[src/rtl/nor3_cell_exerciser_if.sv]
// Drive/check bundle between the nor3 cell exerciser and its surroundings.
// master = exerciser side, slave = cell-under-test / wrapper side.
interface nor3_cell_exerciser_if;
  logic       START;
  logic       ZN;
  logic       A1;
  logic       A2;
  logic       A3;
  logic       BUSY;
  logic       DONE;
  logic       PASS;
  logic [7:0] ERR_CNT;
  logic       FAIL_VALID;
  logic [2:0] FAIL_VEC;

  modport master (
    input  START, ZN,
    output A1, A2, A3, BUSY, DONE, PASS, ERR_CNT, FAIL_VALID, FAIL_VEC
  );

  modport slave (
    output START, ZN,
    input  A1, A2, A3, BUSY, DONE, PASS, ERR_CNT, FAIL_VALID, FAIL_VEC
  );
endinterface

[src/rtl/nor3_cell_exerciser.sv]
// Sweeps all eight {A3,A2,A1} vectors into a 3-input NOR cell, samples ZN after a
// programmable settle time and reports pass/fail, error count and first failing vector.
module nor3_cell_exerciser #(
  parameter int SETTLE_CYCLES = 2,
  parameter int PASSES        = 1
) (
  input logic                  CLK,
  input logic                  RST,
  nor3_cell_exerciser_if.master bus
);

  typedef enum logic [1:0] {IDLE, RUN, FIN} state_t;

  localparam logic [7:0] SETTLE_LAST = 8'(SETTLE_CYCLES - 1);
  localparam logic [3:0] PASS_LAST   = 4'(PASSES - 1);

  state_t     state_q, state_d;
  logic [2:0] vec_q, vec_d;
  logic [7:0] settle_q, settle_d;
  logic [3:0] pass_cnt_q, pass_cnt_d;
  logic       busy_q, busy_d;
  logic       done_q, done_d;
  logic       pass_q, pass_d;
  logic [7:0] err_q, err_d;
  logic       fail_valid_q, fail_valid_d;
  logic [2:0] fail_vec_q, fail_vec_d;
  logic       expected;
  logic       mismatch;

  always_ff @(posedge CLK) begin
    if (RST) begin
      state_q      <= IDLE;
      vec_q        <= '0;
      settle_q     <= '0;
      pass_cnt_q   <= '0;
      busy_q       <= 1'b0;
      done_q       <= 1'b0;
      pass_q       <= 1'b0;
      err_q        <= '0;
      fail_valid_q <= 1'b0;
      fail_vec_q   <= '0;
    end else begin
      state_q      <= state_d;
      vec_q        <= vec_d;
      settle_q     <= settle_d;
      pass_cnt_q   <= pass_cnt_d;
      busy_q       <= busy_d;
      done_q       <= done_d;
      pass_q       <= pass_d;
      err_q        <= err_d;
      fail_valid_q <= fail_valid_d;
      fail_vec_q   <= fail_vec_d;
    end
  end

  always_comb begin
    state_d      = state_q;
    vec_d        = vec_q;
    settle_d     = settle_q;
    pass_cnt_d   = pass_cnt_q;
    busy_d       = busy_q;
    done_d       = 1'b0;
    pass_d       = pass_q;
    err_d        = err_q;
    fail_valid_d = fail_valid_q;
    fail_vec_d   = fail_vec_q;
    expected     = (vec_q == 3'd0);
    mismatch     = 1'b0;

    case (state_q)
      IDLE: begin
        if (bus.START) begin
          state_d      = RUN;
          busy_d       = 1'b1;
          vec_d        = '0;
          settle_d     = '0;
          pass_cnt_d   = '0;
          err_d        = '0;
          fail_valid_d = 1'b0;
          fail_vec_d   = '0;
          pass_d       = 1'b0;
        end
      end

      RUN: begin
        settle_d = settle_q + 8'd1;
        if (settle_q == SETTLE_LAST) begin
          // X/Z on ZN must count as a mismatch, hence case-inequality
          mismatch = (bus.ZN !== expected);
          settle_d = '0;
          vec_d    = vec_q + 3'd1;
          if (mismatch) begin
            if (err_q != 8'hFF) err_d = err_q + 8'd1;
            if (!fail_valid_q) begin
              fail_valid_d = 1'b1;
              fail_vec_d   = vec_q;
            end
          end
          if (vec_q == 3'd7) begin
            pass_cnt_d = pass_cnt_q + 4'd1;
            if (pass_cnt_q == PASS_LAST) begin
              state_d = FIN;
              busy_d  = 1'b0;
              done_d  = 1'b1;
              pass_d  = (err_d == 8'd0);
            end
          end
        end
      end

      FIN:     state_d = IDLE;
      default: state_d = IDLE;
    endcase
  end

  // vec is zero outside RUN (reset, START and the final 7->0 wrap), so it can drive the pins directly
  assign bus.A1         = vec_q[0];
  assign bus.A2         = vec_q[1];
  assign bus.A3         = vec_q[2];
  assign bus.BUSY       = busy_q;
  assign bus.DONE       = done_q;
  assign bus.PASS       = pass_q;
  assign bus.ERR_CNT    = err_q;
  assign bus.FAIL_VALID = fail_valid_q;
  assign bus.FAIL_VEC   = fail_vec_q;

endmodule
[src/flat_wrapper.sv]
// flat-port wrapper written by rule: the top's interface ports become plain ports
module nor3_cell_exerciser_flat 
#(
  parameter int SETTLE_CYCLES = 2,
  parameter int PASSES        = 1
)
  (CLK, RST, bus_START, bus_ZN, bus_A1, bus_A2, bus_A3, bus_BUSY, bus_DONE, bus_PASS, bus_ERR_CNT, bus_FAIL_VALID, bus_FAIL_VEC);
  nor3_cell_exerciser_if bus_i ();
  input logic CLK;
  input logic RST;
  input wire logic [$bits(bus_i.START)-1:0] bus_START;
  input wire logic [$bits(bus_i.ZN)-1:0] bus_ZN;
  output wire logic [$bits(bus_i.A1)-1:0] bus_A1;
  output wire logic [$bits(bus_i.A2)-1:0] bus_A2;
  output wire logic [$bits(bus_i.A3)-1:0] bus_A3;
  output wire logic [$bits(bus_i.BUSY)-1:0] bus_BUSY;
  output wire logic [$bits(bus_i.DONE)-1:0] bus_DONE;
  output wire logic [$bits(bus_i.PASS)-1:0] bus_PASS;
  output wire logic [$bits(bus_i.ERR_CNT)-1:0] bus_ERR_CNT;
  output wire logic [$bits(bus_i.FAIL_VALID)-1:0] bus_FAIL_VALID;
  output wire logic [$bits(bus_i.FAIL_VEC)-1:0] bus_FAIL_VEC;
  assign bus_i.START = bus_START;
  assign bus_i.ZN = bus_ZN;
  assign bus_A1 = bus_i.A1;
  assign bus_A2 = bus_i.A2;
  assign bus_A3 = bus_i.A3;
  assign bus_BUSY = bus_i.BUSY;
  assign bus_DONE = bus_i.DONE;
  assign bus_PASS = bus_i.PASS;
  assign bus_ERR_CNT = bus_i.ERR_CNT;
  assign bus_FAIL_VALID = bus_i.FAIL_VALID;
  assign bus_FAIL_VEC = bus_i.FAIL_VEC;
  nor3_cell_exerciser #(.SETTLE_CYCLES(SETTLE_CYCLES), .PASSES(PASSES)) u_core (.CLK(CLK), .RST(RST), .bus(bus_i));
endmodule
[config.mk]
export PLATFORM = sky130hd
export DESIGN_NAME = nor3_cell_exerciser_flat
export DESIGN_NICKNAME = d
export VERILOG_FILES = /design/src/rtl/nor3_cell_exerciser_if.sv /design/src/rtl/nor3_cell_exerciser.sv /design/src/flat_wrapper.sv
export SDC_FILE = /design/constraint.sdc
export NUM_CORES = 1
export LEC_CHECK = 0
export BUFFER_PORTS_ARGS = -buffer_cell sky130_fd_sc_hd__clkbuf_2
export CAP_MARGIN = 10
export CORE_ASPECT_RATIO = 1.75
export CORE_MARGIN = 1.5
export CORE_UTILIZATION = 45
export CTS_BUF_LIST = sky130_fd_sc_hd__clkbuf_2
export DETAILED_ROUTE_END_ITERATION = 16
export PLACE_DENSITY = 0.73
export SYNTH_ARGS = -nofsm -noshare
export SYNTH_HDL_FRONTEND = slang
export SYNTH_SLANG_ARGS = --single-unit
[constraint.sdc]
create_clock -name CLK -period 2.1 [get_ports CLK]
set_clock_uncertainty 0.05 [all_clocks]
set_input_delay 0.42 -clock CLK [delete_from_list [all_inputs] [get_ports CLK]]
set_output_delay 0.42 -clock CLK [all_outputs]
set_load 0.02 [all_outputs]
## Word level (Yosys, flattened, before mapping)

Index checks and enable logic that the tools add are counted.

- Multiplexer cells: 39
- Eq/ne operators: 11
- Reduce and logical (&&, ||, !) cells: 13
- Add/sub/neg operators: 4
- Bitwise logic cells: 3

Operators with widths:

| kind | count |
|---|---|
| two-way mux 8 bit | 7 |
| one-hot mux 8 bit (2 select lines) | 2 |
| adder 8 x 1 -> 8 bit, second input constant | 2 |
| two-way mux 3 bit | 5 |
| two-way mux 4 bit | 3 |
| one-hot mux 3 bit (2 select lines) | 2 |
| AND reduction 4 bit | 3 |
| two-way mux 1 bit | 11 |
| AND reduction 5 bit | 2 |
| == test 8 x 1 -> 1 bit, second input constant | 1 |
| logical NOT 8 bit | 1 |
| two-way mux 2 bit | 4 |
| != test 2 x 1 -> 1 bit, second input constant | 4 |
| != test 8 bit, second input constant | 1 |
| one-hot mux 4 bit (2 select lines) | 1 |
| one-hot mux 1 bit (2 select lines) | 3 |
| adder 4 x 1 -> 4 bit, second input constant | 1 |
| logical NOT 4 bit | 1 |
| != test 2 bit, second input constant | 2 |
| one-hot mux 2 bit (2 select lines) | 1 |
| OR reduction 4 bit | 1 |
| adder 3 x 1 -> 3 bit, second input constant | 1 |
| == test 3 bit, second input constant | 1 |
| logical NOT 3 bit | 1 |
| 7 further kinds | 9 |

- Input bits: 4
- Word-level logic and storage cells: 80
- Flip-flop bits (word level): 32
- Output and inout bits: 18

## Logic depth before layout (Yosys ltp)

- Depth in word-level cells: 10
- Gate-level depth with buffers: 8
- Mapped depth without buffers: 7

## Worst setup path before layout

No wires, ideal clock.

- Path type: register to register
- Start: register u_core.err_q[0] (netlist: u_core.bus.ERR_CNT[0])
- End: register u_core.pass_q (netlist: u_core.bus.PASS)
- Cell stages (with the launch flop): 9
- Setup time: 121 ps
- Data arrival time: 1850 ps
- Data required time: 1929 ps
- Setup slack: 79 ps
- Path buffers: 2
- Clock period less this slack: 2021 ps
- Path through: dfxtp_1 -> ha_1 -> and3_1 -> buf_6 -> nor2b_4 -> buf_6 -> or4_4 -> o211ai_1 -> o21ai_1

- Longest elaborated chain between the ends: 10
- Elaborated cells between the ends (all ways): 11
- Those cells by class: add/sub (1); eq/ne (1); mux (8); reduce/logical (1)

RTL lines:

| element | RTL line | text |
|---|---|---|
| start, declared | nor3_cell_exerciser.sv:24 | `logic [7:0] err_q, err_d;` |
| start signal, assigned | nor3_cell_exerciser.sv:50 | `err_q <= err_d;` |
| adder 8 x 1 -> 8 bit or != test 8 bit (tied branches) | nor3_cell_exerciser.sv:93 | `if (err_q != 8'hFF) err_d = err_q + 8'd1;` |
| two-way mux 8 bit | nor3_cell_exerciser.sv:93 |  |
| two-way mux 8 bit * | nor3_cell_exerciser.sv:92 | `if (mismatch) begin` |
| two-way mux 8 bit * | nor3_cell_exerciser.sv:87 | `if (settle_q == SETTLE_LAST) begin` |
| two-way mux 8 bit * | nor3_cell_exerciser.sv:70 | `case (state_q)` |
| logical NOT 8 bit * | nor3_cell_exerciser.sv:105 | `pass_d = (err_d == 8'd0);` |
| two-way mux 1 bit * | nor3_cell_exerciser.sv:101 | `if (pass_cnt_q == PASS_LAST) begin` |
| two-way mux 1 bit * | nor3_cell_exerciser.sv:99 | `if (vec_q == 3'd7) begin` |
| two-way mux 1 bit * | nor3_cell_exerciser.sv:87 |  |
| one-hot mux 1 bit (2 select lines) * | nor3_cell_exerciser.sv:70 |  |
| end signal, assigned | nor3_cell_exerciser.sv:49 | `pass_q <= pass_d;` |
| end, declared | nor3_cell_exerciser.sv:23 | `logic pass_q, pass_d;` |

Every way passes the cells marked *; elsewhere a longest branch is shown, timed or not. The select of a mux whose other input is x is not followed.
A chain may end at the register's enable or synchronous reset.

## Final worst setup path

- Start: register u_core.settle_q[0]
- End: register u_core.pass_q (netlist: u_core.bus.PASS)

- Longest elaborated chain between the ends: 3

RTL lines:

| element | RTL line | text |
|---|---|---|
| start, declared | nor3_cell_exerciser.sv:19 | `logic [7:0] settle_q, settle_d;` |
| start signal, assigned | nor3_cell_exerciser.sv:45 | `settle_q <= settle_d;` |
| == test 8 x 1 -> 1 bit | nor3_cell_exerciser.sv:87 |  |
| != test 2 x 1 -> 1 bit (no source line) | - |  |
| AND reduction 5 bit (no source line) | - |  |

No other way between the ends.

==> results_dict.tcl <==
set metrics [dict create \
    outcome "completed" \
    slew_headroom 0.555 \
    routabilityCongestion 0.820 \
    p_comb_frac 0.144 \
    mostFrequentLayoutCell "dfxtp_1" \
    power_density_mw_per_mm2 499 \
    period_needed_ns 1.98 \
    setup_viol_count_final 0 \
    multi_input_area_mm2 0.00111 \
    dieHeight_um 88.1 \
    clockBufferDepth 2 \
    max_stage_delay_ns 0.43 \
    hpwlAfterDp_um 3110 \
    worstSetupStartpointType "register" \
    p_switching_mw 0.294 \
    placed_cells 280 \
    clk_pin_slew_ns 0.15 \
    cp_slowest_cell "dfxtp_1" \
    ff_latch_area_um2 641 \
    tightestPinTransition_ns 0.662 \
    dr.max_layer_used "met4" \
    pwr-share-seq 0.609 \
    row_count 30 \
    worstHoldPathType "input port to register" \
    io_pins 22 \
    critical_path.top_delay_family "simple AND/OR/NAND/NOR gates" \
    postCtsHoldBufs 0 \
    syn_area_per_cell_um2 8.75 \
    grt_max_degree 19 \
    clock_sink_count 32 \
    cp.arrival_ns 2.19 \
    fin_tns_setup_ns 0 \
    worstPathMaxFanout 9 \
    hold_violations 0 \
    internal_power_mw 0.733 \
    port_buffers 21 \
    syn_nets 225 \
    synth.cell_area_mm2 0.00186 \
    cts_tree "built" \
    cts_root_buf "clkbuf_2" \
    firstDrtPassIters 5 \
    grt_overflow 0 \
    antennaDiodeCount 0 \
    clk_latency_ns 0.36 \
    stdcell_count 286 \
    seq_area_frac_synth 0.344 \
    dieArea_mm2 0.00455 \
    synthDistinctLibCells 60 \
    grtUsageTotal 0.200 \
    ant_nets 0 \
    drc 0 \
    worst-path-buf-inv 0 \
    p_leak_nw 0.813 \
    wl_met1_um 1690 \
    finalWirelength_um 4080 \
    hold_ws_ns 0.375 \
    cap_violations 0 \
    initial_core_util 0.473 \
    cp.required_ns 2.31 \
    fp.dieW_um 51.6 \
    rrSetupSlack_ns 0.12 \
    path_cells "ha_1 > nor4b_4 > a31oi_4 > or2_1 > o211ai_2 > o21ai_1" \
    fin_crit_sh 0.943 \
    drive_gt1_frac 0.244 \
    wl_met2_um 2110 \
    pre_cts_ws_ns 0.178 \
    crit_type "register to register" \
    swShare 0.286 \
    slew_violations 0 \
    viasPerCell 5.96 \
    layout_setup_ws_ns 0.119 \
    peakVddDrop_mv 0.255 \
    wl_per_cell_um 14.3 \
    route.met3.wl_um 142 \
    coreArea_mm2 0.00394 \
    grt_pass1_wl_um 6930 \
    antenna_found_initial 0 \
    n_fill_cell 399 \
    area_growth_pct 10.4 \
    drt_iter0_markers 35 \
    clockPowerShare 0.247 \
    total_power_mw 1.03 \
    cp-end-kind "register" \
    htreeDepth 2 \
    timing.fmax_mhz 505 \
    syn_inst 213 \
    nets 252 \
    grt_pass1_vias 1602 \
    yosysWarningCount 0 \
    final_cell_mix "dfxtp_1 (32), nor2_1 (26), clkbuf_2 (26)" \
    numCtsBuffers 5 \
    ys_ff_latch 32 \
    vias 1704 \
]
power groups by stage:
stage	logic, mW	clock network (mW)	registers, mW
4_1_cts	0.142	0.259	0.626
3_5_place_dp	0.142	0	0.639
3_3_place_gp	0.140	0	0.638
6_report	0.148	0.254	0.626
5_1_grt	0.162	0.288	0.628
2_1_floorplan	0.102	0	0.645
per-stage QoR:
step / instance area, um^2 / util
3_5_place_dp: 2010 / 0.511
6_report: 2060 / 0.522
3_3_place_gp: 2010 / 0.511
5_1_grt: 2060 / 0.522
2_1_floorplan: 1860 / -
4_1_cts: 2040 / 0.517
area by class of cell:
cell class / count / share of cell area
multi-input combinational: 161 / 0.541
sequential: 32 / 0.311
timing repair buffer: 32 / 0.0912
tap: 48 / 0.0292
inverter: 8 / 0.0146
clock buffer: 5 / 0.0122
worst paths after layout:
path                          startpoint                endpoint  cells after the start
setup / recovery      u_core.settle_q[0]         u_core.bus.PASS                      6
hold / removal                 bus_START         u_core.bus.BUSY                      4
setup reg to reg      u_core.settle_q[0]         u_core.bus.PASS                      6
hold reg to reg   u_core.bus.FAIL_VEC[1]  u_core.bus.FAIL_VEC[1]                      2
logic make-up after synthesis:
logic type,synth area share
AND/OR/NAND/NOR,0.283
AO/OA/AOI/OAI,0.206
flip-flops,0.344
buffers and inverters,0.0638
adder cells (fa/ha/maj),0.0537
XOR/XNOR,0.0329
multiplexers,0.0175
cell usage after synthesis (all sizes together):
master,number,area share
dfxtp,32,0.34
nor2,27,0.058
nand2,14,0.028
o21ai,14,0.040
a21oi,13,0.037
nand3,10,0.027
ha,8,0.054
inv,8,0.016
buf,7,0.037
nand4,7,0.024
nor3,7,0.027
clkbuf,5,0.011
and3,4,0.013
xnor2,4,0.019
a211oi,3,0.012
a21o,3,0.012
and4,3,0.015
nor4,3,0.013
nor4b,3,0.026
o22a,3,0.014
xor2,3,0.014
a22o,2,0.010
a311oi,2,0.0094
a31oi,2,0.015
a41oi,2,0.0094
mux2,2,0.012
nand2b,2,0.0081
nand4b,2,0.0094
nor2b,2,0.011
o211ai,2,0.011
o21a,2,0.0081
a32o,1,0.0054
mux2i,1,0.0054
nand3b,1,0.0040
nor3b,1,0.0040
nor4bb,1,0.0054
o21ba,1,0.0054
o221ai,1,0.0047
o22ai,1,0.0034
o311a,1,0.0054
o31ai,1,0.0040
or2,1,0.0034
or4,1,0.0060
worst register-to-register path: cells and delay by family (launching register included):
kind | cells | cell delay, ns
adders and majority gates | 1 | 0.17
DFF | 1 | 0.43
and+or+nand+nor | 2 | 0.73
AOI/OAI and AO/OA | 3 | 0.51
metal layers:
| metal | GRT usage | up-vias |
|---|---|---|
| met5 | 0 | - |
| met1 | 0.215 | 805 |
| met2 | 0.358 | 53 |
| met3 | 0.0410 | 12 |
| met4 | 0.103 | 0 |
| li1 | - | 834 |
sequential cells by signal (all words and copies together) (netlist names):
register,count
u_core.bus.ERR_CNT,8
u_core.settle_q,8
u_core.pass_cnt_q,4
u_core.bus.FAIL_VEC,3
u_core.vec_q,3
u_core.state_q,2
u_core.bus.BUSY,1
u_core.bus.DONE,1
u_core.bus.FAIL_VALID,1
u_core.bus.PASS,1
timing repair:
action,CTS,global route
hold endpoints to repair,0,0
setup buffers,0,1
gates resized for setup,0,2
endpoints found under the setup margin,0,5
(Power assumes the default switching activity.)
